### src/rtl/ame_pri_seq.sv
// ame_pri_seq
//   Sequential nearest-power-of-two rounder for wide operands in the AME
//   path. It captures an operand plus an increment carry, then scans the
//   operand one byte per cycle from MSB to LSB looking for the leading one.
//   The result is rounded half-up to a power of two. The round-up carry-out
//   convention matches the 8-bit priority slices.
//
// Ports
//   clk_i        clock
//   rst_n_i      asynchronous active-low reset
//   in_valid_i   operand valid
//   in_ready_o   block can accept an operand (high only in IDLE)
//   in_data_i    operand, DATA_WIDTH bits
//   in_carry_i   +1 added to the operand at capture
//   out_valid_o  result valid (high only in DONE)
//   out_ready_i  downstream accepts the result
//   out_data_o   rounded power of two (one-hot or zero)
//   out_carry_o  rounding overflowed past bit DATA_WIDTH-1
//   out_exp_o    exponent of the result; present only when
//                AME_PRI_SEQ_EXP_EN is defined
//
// Parameters
//   DATA_WIDTH   operand/result width; multiple of 8, at least 16
//
// Optional feature macro: AME_PRI_SEQ_EXP_EN
module ame_pri_seq #(
  parameter int DATA_WIDTH = 32
) (
  input  logic                  clk_i,
  input  logic                  rst_n_i,
  input  logic                  in_valid_i,
  output logic                  in_ready_o,
  input  logic [DATA_WIDTH-1:0] in_data_i,
  input  logic                  in_carry_i,
  output logic                  out_valid_o,
  input  logic                  out_ready_i,
  output logic [DATA_WIDTH-1:0] out_data_o,
`ifdef AME_PRI_SEQ_EXP_EN
  output logic [$clog2(DATA_WIDTH):0] out_exp_o,
`endif
  output logic                  out_carry_o
);

  localparam int NB = DATA_WIDTH / 8;
  localparam int IW = $clog2(NB);
  localparam int KW = IW + 3;
  localparam logic [DATA_WIDTH-1:0] ONE = DATA_WIDTH'(1);
  localparam logic [DATA_WIDTH-1:0] MSB_ONLY = ONE << (DATA_WIDTH - 1);

  typedef enum logic [1:0] {IDLE, SCAN, DONE} state_t;

  state_t                state_q, state_d;
  logic [DATA_WIDTH:0]   op_q, op_d;
  logic [IW-1:0]         idx_q, idx_d;
  logic [DATA_WIDTH-1:0] data_q, data_d;
  logic                  carry_q, carry_d;
`ifdef AME_PRI_SEQ_EXP_EN
  logic [KW:0]           exp_q, exp_d;
`endif

  logic [7:0]    byte_sel;
  logic [2:0]    lead_pos;
  logic [KW-1:0] lead_k;
  logic [KW-1:0] lead_k_m1;
  logic          below_bit;

  // Leading-one search inside the current byte. Every byte above idx has
  // already been found to be zero, so the leading one of the whole operand
  // is {idx, position-in-byte}. The rounding bit sits just below it and may
  // live in the next lower byte, so it is read from the full register.
  always_comb begin
    byte_sel = op_q[int'(idx_q)*8 +: 8];
    lead_pos = 3'd0;
    for (int i = 0; i < 8; i++) begin
      if (byte_sel[i]) lead_pos = 3'(i);
    end
    lead_k    = {idx_q, lead_pos};
    lead_k_m1 = lead_k - KW'(1);
    below_bit = (lead_k == '0) ? 1'b0 : op_q[lead_k_m1];
  end

  always_comb begin
    state_d = state_q;
    op_d    = op_q;
    idx_d   = idx_q;
    data_d  = data_q;
    carry_d = carry_q;
`ifdef AME_PRI_SEQ_EXP_EN
    exp_d   = exp_q;
`endif
    unique case (state_q)
      IDLE: begin
        if (in_valid_i) begin
          op_d    = {1'b0, in_data_i} + (DATA_WIDTH+1)'(in_carry_i);
          idx_d   = IW'(NB - 1);
          state_d = SCAN;
        end
      end
      SCAN: begin
        // Overflow covers both the increment carrying out of the operand
        // and a round-up from the top bit.
        if (op_q[DATA_WIDTH] ||
            (byte_sel != 8'd0 && below_bit && lead_k == KW'(DATA_WIDTH - 1))) begin
          data_d  = MSB_ONLY;
          carry_d = 1'b1;
`ifdef AME_PRI_SEQ_EXP_EN
          exp_d   = (KW+1)'(DATA_WIDTH);
`endif
          state_d = DONE;
        end else if (byte_sel != 8'd0) begin
          carry_d = 1'b0;
          if (below_bit) begin
            data_d = (ONE << lead_k) << 1;
`ifdef AME_PRI_SEQ_EXP_EN
            exp_d  = {1'b0, lead_k} + (KW+1)'(1);
`endif
          end else begin
            data_d = ONE << lead_k;
`ifdef AME_PRI_SEQ_EXP_EN
            exp_d  = {1'b0, lead_k};
`endif
          end
          state_d = DONE;
        end else if (idx_q == '0) begin
          data_d  = '0;
          carry_d = 1'b0;
`ifdef AME_PRI_SEQ_EXP_EN
          exp_d   = '0;
`endif
          state_d = DONE;
        end else begin
          idx_d = idx_q - IW'(1);
        end
      end
      DONE: begin
        if (out_ready_i) state_d = IDLE;
      end
      default: state_d = IDLE;
    endcase
  end

  always_ff @(posedge clk_i or negedge rst_n_i) begin
    if (!rst_n_i) begin
      state_q <= IDLE;
      op_q    <= '0;
      idx_q   <= '0;
      data_q  <= '0;
      carry_q <= 1'b0;
`ifdef AME_PRI_SEQ_EXP_EN
      exp_q   <= '0;
`endif
    end else begin
      state_q <= state_d;
      op_q    <= op_d;
      idx_q   <= idx_d;
      data_q  <= data_d;
      carry_q <= carry_d;
`ifdef AME_PRI_SEQ_EXP_EN
      exp_q   <= exp_d;
`endif
    end
  end

  assign in_ready_o  = (state_q == IDLE);
  assign out_valid_o = (state_q == DONE);
  assign out_data_o  = data_q;
  assign out_carry_o = carry_q;
`ifdef AME_PRI_SEQ_EXP_EN
  assign out_exp_o   = exp_q;
`endif

endmodule
### config.mk
export PLATFORM = sky130hd
export DESIGN_NAME = ame_pri_seq
export DESIGN_NICKNAME = d
export VERILOG_FILES = /design/src/rtl/ame_pri_seq.sv
export SDC_FILE = /design/constraint.sdc
export NUM_CORES = 1
export LEC_CHECK = 0
export BUFFER_PORTS_ARGS = -buffer_cell sky130_fd_sc_hd__buf_2
export CAP_MARGIN = 20
export CORE_MARGIN = 3
export CORE_UTILIZATION = 55
export CTS_CLUSTER_SIZE = 24
export DETAILED_ROUTE_END_ITERATION = 10
export HOLD_SLACK_MARGIN = 0.15
export PLACE_DENSITY = 0.78
export SLEW_MARGIN = 20
export SYNTH_ARGS = -nofsm -noshare
export SYNTH_HDL_FRONTEND = slang
export SYNTH_SLANG_ARGS = --single-unit
### constraint.sdc
create_clock -name clk_i -period 5.9 [get_ports clk_i]
set_input_delay 0.885 -clock clk_i [delete_from_list [all_inputs] [get_ports clk_i]]
set_output_delay 0.885 -clock clk_i [all_outputs]
set_load 0.005 [all_outputs]
Word level (Yosys, flattened, before mapping)
Cells that the tools add are included.
{"block": "classes", "addsub": 3, "magnitude_cmp": 1, "n_mul": 0, "n_div": 0, "eq_ne": 9, "mux": 28, "n_reduce_logical": 13, "shifts": 2, "bitwise_logic": 0}
{"op": "32-bit 2-to-1 mux", "n": 4}
{"op": "32-bit by 1-bit adder with 33-bit output", "n": 1}
{"op": "33-bit by 6-bit variable part select with 8-bit output", "n": 1}
{"op": "1-bit by 5-bit << shifter with 32-bit output (first input constant)", "n": 1}
{"op": "2-bit 2-to-1 mux", "n": 11}
{"op": "3-bit 2-to-1 mux", "n": 4}
{"op": "2-bit inequality test (second input constant)", "n": 4}
{"op": "8-bit nonzero test", "n": 1}
{"op": "5-bit by 7-bit less-than comparator with 1-bit output (second input constant)", "n": 1}
{"op": "1-bit 2-to-1 mux", "n": 6}
{"op": "2-bit case mux with 3 select lines", "n": 1}
{"op": "1-bit binary-select mux with 5-bit select", "n": 1}
{"op": "5-bit == test (second input constant)", "n": 1}
{"op": "5-bit logical NOT", "n": 1}
{"op": "5-bit AND reduction", "n": 1}
{"op": "5-bit by 1-bit subtractor with 5-bit output (second input constant)", "n": 1}
{"op": "2-bit logical NOT", "n": 2}
{"op": "4-bit inequality test (second input constant)", "n": 1}
{"op": "2-bit case mux with 2 select lines", "n": 1}
{"op": "2-bit AND reduction", "n": 2}
{"op": "3-bit AND reduction", "n": 1}
{"op": "3-bit nonzero test", "n": 1}
{"op": "2-bit by 1-bit == test with 1-bit output (second input constant)", "n": 1}
{"op": "2-bit == test (second input constant)", "n": 1}
{"op": "other kinds (5)", "n": 6}
{"block": "word_totals", "rom_bits": 0, "ff_bits": 70, "mem_bits_rw": 0, "input_bits": 37, "latch_bits": 0, "memories": 0, "wordCells": 61}

Longest topological paths before layout
{"block": "depth", "word_depth": 17, "ltp_mapped": 17, "depth_no_buf": 12}

Worst setup path before layout
No wires, ideal clock.
{"block": "synth_path", "path_type": "reg-to-reg", "startpoint": "register idx_q[0]", "endpoint": "register data_q[26], in the netlist out_data_o[26]", "path_buffers": 4, "stages_incl_launch_ff": 17, "slack_ns": 1.711, "t_arrival_ns": 4.063, "period_less_slack_ns": 4.189, "setup_ns": 0.126, "path_cell_list": "dfrtp_1 -> buf_6 -> mux4_2 -> nand2b_4 -> a221oi_4 -> nor2_4 -> ha_1 -> buf_1 -> clkbuf_1 -> nand2_1 -> a211oi_1 -> o21ai_0 -> a31o_4 -> o22a_4 -> buf_6 -> and3_1 -> a221o_1"}
{"block": "synth_between", "elab_chain_len": 17, "word_cells_on_any_way": 25, "cone_classes": "add/sub: 1; eq/ne: 1; shift: 2; mux: 13; reduce/logical: 8"}
{"element": "start, declared", "line": "54", "source": "logic [IW-1:0] idx_q, idx_d;"}
{"element": "start signal, assigned", "line": "155", "source": "idx_q <= idx_d;"}
{"element": "33-bit by 6-bit variable part select with 8-bit output", "line": "72", "source": "byte_sel = op_q[int'(idx_q)*8 +: 8];"}
{"element": "1-bit 2-to-1 mux", "line": "75", "source": "if (byte_sel[i]) lead_pos = 3'(i);"}
{"element": "2-bit 2-to-1 mux (2 in series)", "line": "75"}
{"element": "3-bit 2-to-1 mux (4 in series)", "line": "75"}
{"element": "5-bit by 1-bit subtractor with 5-bit output", "line": "78", "source": "lead_k_m1 = lead_k - KW'(1);"}
{"element": "1-bit binary-select mux with 5-bit select", "line": "79", "source": "below_bit = (lead_k == '0) ? 1'b0 : op_q[lead_k_m1];"}
{"element": "1-bit 2-to-1 mux (implied by the code)", "line": "79"}
{"element": "1-bit 2-to-1 mux", "line": "79"}
{"element": "1-bit logical AND (2 in series)", "line": "103", "source": "(byte_sel != 8'd0 && below_bit && lead_k == KW'(DATA_WIDTH - 1))) begin"}
{"element": "1-bit logical OR", "line": "102", "source": "if (op_q[DATA_WIDTH] ||"}
{"element": "3-bit nonzero test (no source line)"}
{"element": "2-bit AND reduction (no source line)"}
{"element": "end signal, assigned", "line": "156", "source": "data_q <= data_d;"}
{"element": "end, declared", "line": "55", "source": "logic [DATA_WIDTH-1:0] data_q, data_d;"}
Several ways; a longest one is shown, not always the timed one. The select of a mux whose other input is x is not followed.
A chain may end at the register's enable or synchronous reset.

Final worst setup path
{"block": "layout_path", "startpoint": "register idx_q[0]", "endpoint": "register data_q[3], in the netlist out_data_o[3]"}
The elaborated chain is that of the path after synthesis.

==> impl_metrics.tcl <==
set metrics [dict create \
    rrSetupSlack_ns 1.27 \
    crit_start "idx_q[0]$_DFFE_PN0P_" \
    io_buffers 71 \
    syn_avg_cell_area_um2 9.43 \
    antenna_found_initial 0 \
    wl_met3_um 696 \
    worstSkewPairLatency_ns 0.36 \
    cts.hold.buffers_added 0 \
    die-area_um2 9160 \
    path_clk_slew_ns 0.08 \
    viasPerCell 6.03 \
    cts_buffer_depth 2 \
    cts_made_buffers 9 \
    fin_area_um2 4990 \
    async_flop_share_pct 100 \
    tns_ns 0 \
    insertedDiodeCount 0 \
    grt_max_degree 71 \
    max-slew-margin-rel_pct 26.3 \
    cts_setup_buffers 0 \
    p_per_area_nw_per_um2 572 \
    ios 72 \
    syn2layout_area_growth_pct 12.7 \
    fin_util_pct 64.2 \
    synth_area_leaders "dfrtp_1 (40%), nor2_1 (5.3%), nand2_1 (4.7%), mux4_2 (4.6%), xor2_1 (4.4%)" \
    cts_tree "yes" \
    ys_types 55 \
    r2r-start "idx_q[0]$_DFFE_PN0P_" \
    yosys_register_bits 70 \
    syn_inst 469 \
    synth_edf_count 0 \
    drv_cap 0 \
    nets 568 \
    post-route-min-period_ns 4.63 \
    ant_nets 0 \
    die_x_um 95.7 \
    slew_viol_final 0 \
    critPathMaxFanout 18 \
    grt_overflow 0 \
    setup_viol 0 \
    worstSetupPathType "reg -> reg" \
    hold_violations 0 \
    drive_gt1_share_pct 22.1 \
    hold_start "out_carry_o$_DFFE_PN0P_" \
    leakage_uw 0.00218 \
    drc_errors 0 \
    cts.sinks 70 \
    cpPeakStageDelay_ns 0.75 \
    netlist.top_cell.by_area "dfrtp_1" \
    critPathLaunchType "flip-flop" \
    drt_iter0_markers 253 \
    wl_met1_um 4610 \
    core_area_um2 7770 \
    first_global_vias 3512 \
    htree_levels 3 \
    grt_usage_pct 24.6 \
    yosysWarnings 0 \
    dp_hpwl_um 8020 \
    tightest_slew_ns 1.10 \
    root_buffer "clkbuf_8" \
    fin_crit_sh_pct 78.5 \
    cts.repair.resized 0 \
    power.total_uw 2850 \
    rsz0062_at_grt "false" \
    wl_per_cell_um 16.8 \
    num_vias 3806 \
    routabilityCongestion 0.928 \
    wirelength_um 10600 \
    fp.dieH_um 95.7 \
    worstPathArrival_ns 4.88 \
    routed.top_layer "met4" \
    place_area_um2 4770 \
    placementRows 32 \
    wl_met2_um 5070 \
    synth_top_area_share_pct 39.6 \
    fillers 660 \
    ir_drop_v 0.000380 \
    outcome "completed" \
    path_cells "mux4_2 > nand2b_4 > a221oi_4 > nor2_4 > ha_1 > nand2_1 > a211oi_1 > o21ai_0 > a31o_2 > a21oi_4 > nor2_2 > a221o_1" \
    seq_area_frac_synth_pct 39.6 \
    fin_skew_ns 0.0125 \
    fin_worst_hold_slack_ns 0.477 \
    fmax_ghz 0.216 \
    cp_slowest_cell "dfrtp_1" \
    syn_nets 513 \
    hold_path_class "reg -> reg" \
    syn_area_um2 4420 \
    first_pass_iters 5 \
    required_ns 6.15 \
    grt_pass1_wl_um 17400 \
    initial_core_util_pct 57.0 \
    yosys_most_used_dff "dfrtp_1" \
    crit_path_end_kind "flip-flop" \
]
metal layers:
metal | GRT usage [%] | vias to the layer above
met1 | 33.9 | 1825
met2 | 38.2 | 141
met5 | 0 | -
met4 | 8.53 | 0
met3 | 5.94 | 26
li1 | - | 1814
worst paths after layout:
check | end | cells after the start
setup / recovery | out_data_o[3]$_DFFE_PN0P_ | 12
hold / removal | out_carry_o$_DFFE_PN0P_ | 2
setup reg to reg | out_data_o[3]$_DFFE_PN0P_ | 12
hold reg to reg | out_carry_o$_DFFE_PN0P_ | 2
max in group asynchronous | op_q[29]$_DFFE_PN0P_ | 2
min in group asynchronous | op_q[0]$_DFFE_PN0P_ | 2
metrics by stage:
step / instances / setup slack, ns
after global placement: 615 / 1.43
after floorplan: 469 / 1.71
after CTS: 631 / 1.25
after detailed placement: 615 / 1.27
final: 631 / 1.27
after global routing: 631 / 0.913
cells in the final DEF, fill, tap and decap left out, types with 2 or more instances in the layout:
cell	synthesis	final
clkinv_2	0	2
or4_1	6	6
a22oi_1	4	4
mux2_2	3	3
a221o_1	12	12
nand4_1	6	6
nand2b_1	11	11
xor2_1	22	22
inv_6	0	2
buf_2	5	71
or3_1	3	3
o21ai_1	10	10
inv_1	10	10
mux4_1	3	3
dfrtp_1	70	70
and4_1	2	2
mux4_2	9	9
nor3_1	3	3
and3_1	16	16
nand3_1	17	17
bufinv_16	0	2
clkbuf_8	0	9
nor2b_1	2	2
a21oi_1	33	33
xnor2_1	11	11
mux2i_4	2	2
o21ai_0	8	8
nand2_1	55	55
ha_1	7	7
o311ai_1	19	19
nor4_1	3	3
a31oi_1	2	2
nor2_1	63	63
a211oi_1	6	6
worst max-delay path: cells and delay by family (launching register included):
kind | cells | cell delay (ns)
multiplexers | 1 | 0.60
adder cells (fa/ha/maj) | 1 | 0.70
flip-flops | 1 | 0.75
AND/OR/NAND/NOR | 4 | 0.62
AO/OA/AOI/OAI | 6 | 1.84
synthesized netlist by cell type (2+ instances only):
cell type	count
inv_1	10
mux4_2	9
o311ai_1	19
a22oi_1	4
nand4_1	6
o21ai_0	8
nor4_1	3
nand3_1	17
xnor2_1	11
dfrtp_1	70
buf_6	5
buf_1	3
nand2_1	55
nand2b_1	11
o21ai_1	10
buf_2	5
a221o_1	12
clkbuf_1	15
mux2i_4	2
and2_1	2
nor2_1	63
a211oi_1	6
a31oi_1	2
and4_1	2
or4_1	6
mux4_1	3
a21oi_1	33
nor2b_1	2
and3_1	16
ha_1	7
xor2_1	22
or3_1	3
nor3_1	3
mux2_2	3
registers in the layout, summed over array words and instances, names as in the netlist:
| name | count |
|---|---|
| out_data_o | 32 |
| op_q | 33 |
| idx_q | 2 |
| out_carry_o | 1 |
| state_q | 2 |
layout make-up:
class	count	area, um^2	area share [%]
multi-input combinational	359	2480	49.7
timing repair buffer	72	363	7.28
clock inverter	7	96.3	1.93
tap	102	128	2.56
clock buffer	9	124	2.48
inverter	12	45.0	0.903
sequential	70	1750	35.1
kinds of logic after synthesis:
| group | count (synthesis) | synth area share (%) |
|---|---|---|
| flip-flops | 70 | 39.6 |
| multiplexers | 19 | 8.63 |
| adder cells (fa/ha/maj) | 7 | 1.98 |
| AO/OA/AOI/OAI | 103 | 17.3 |
| AND/OR/NAND/NOR | 197 | 21.6 |
| buffers and inverters | 40 | 4.38 |
| XOR/XNOR | 33 | 6.53 |
power by group:
part	internal (uW)	total (uW)	switching, uW
Sequential	624	783	159
Combinational	610	1640	1030
Clock	240	431	191
No activity file was read; power rests on OpenSTA's default activity.
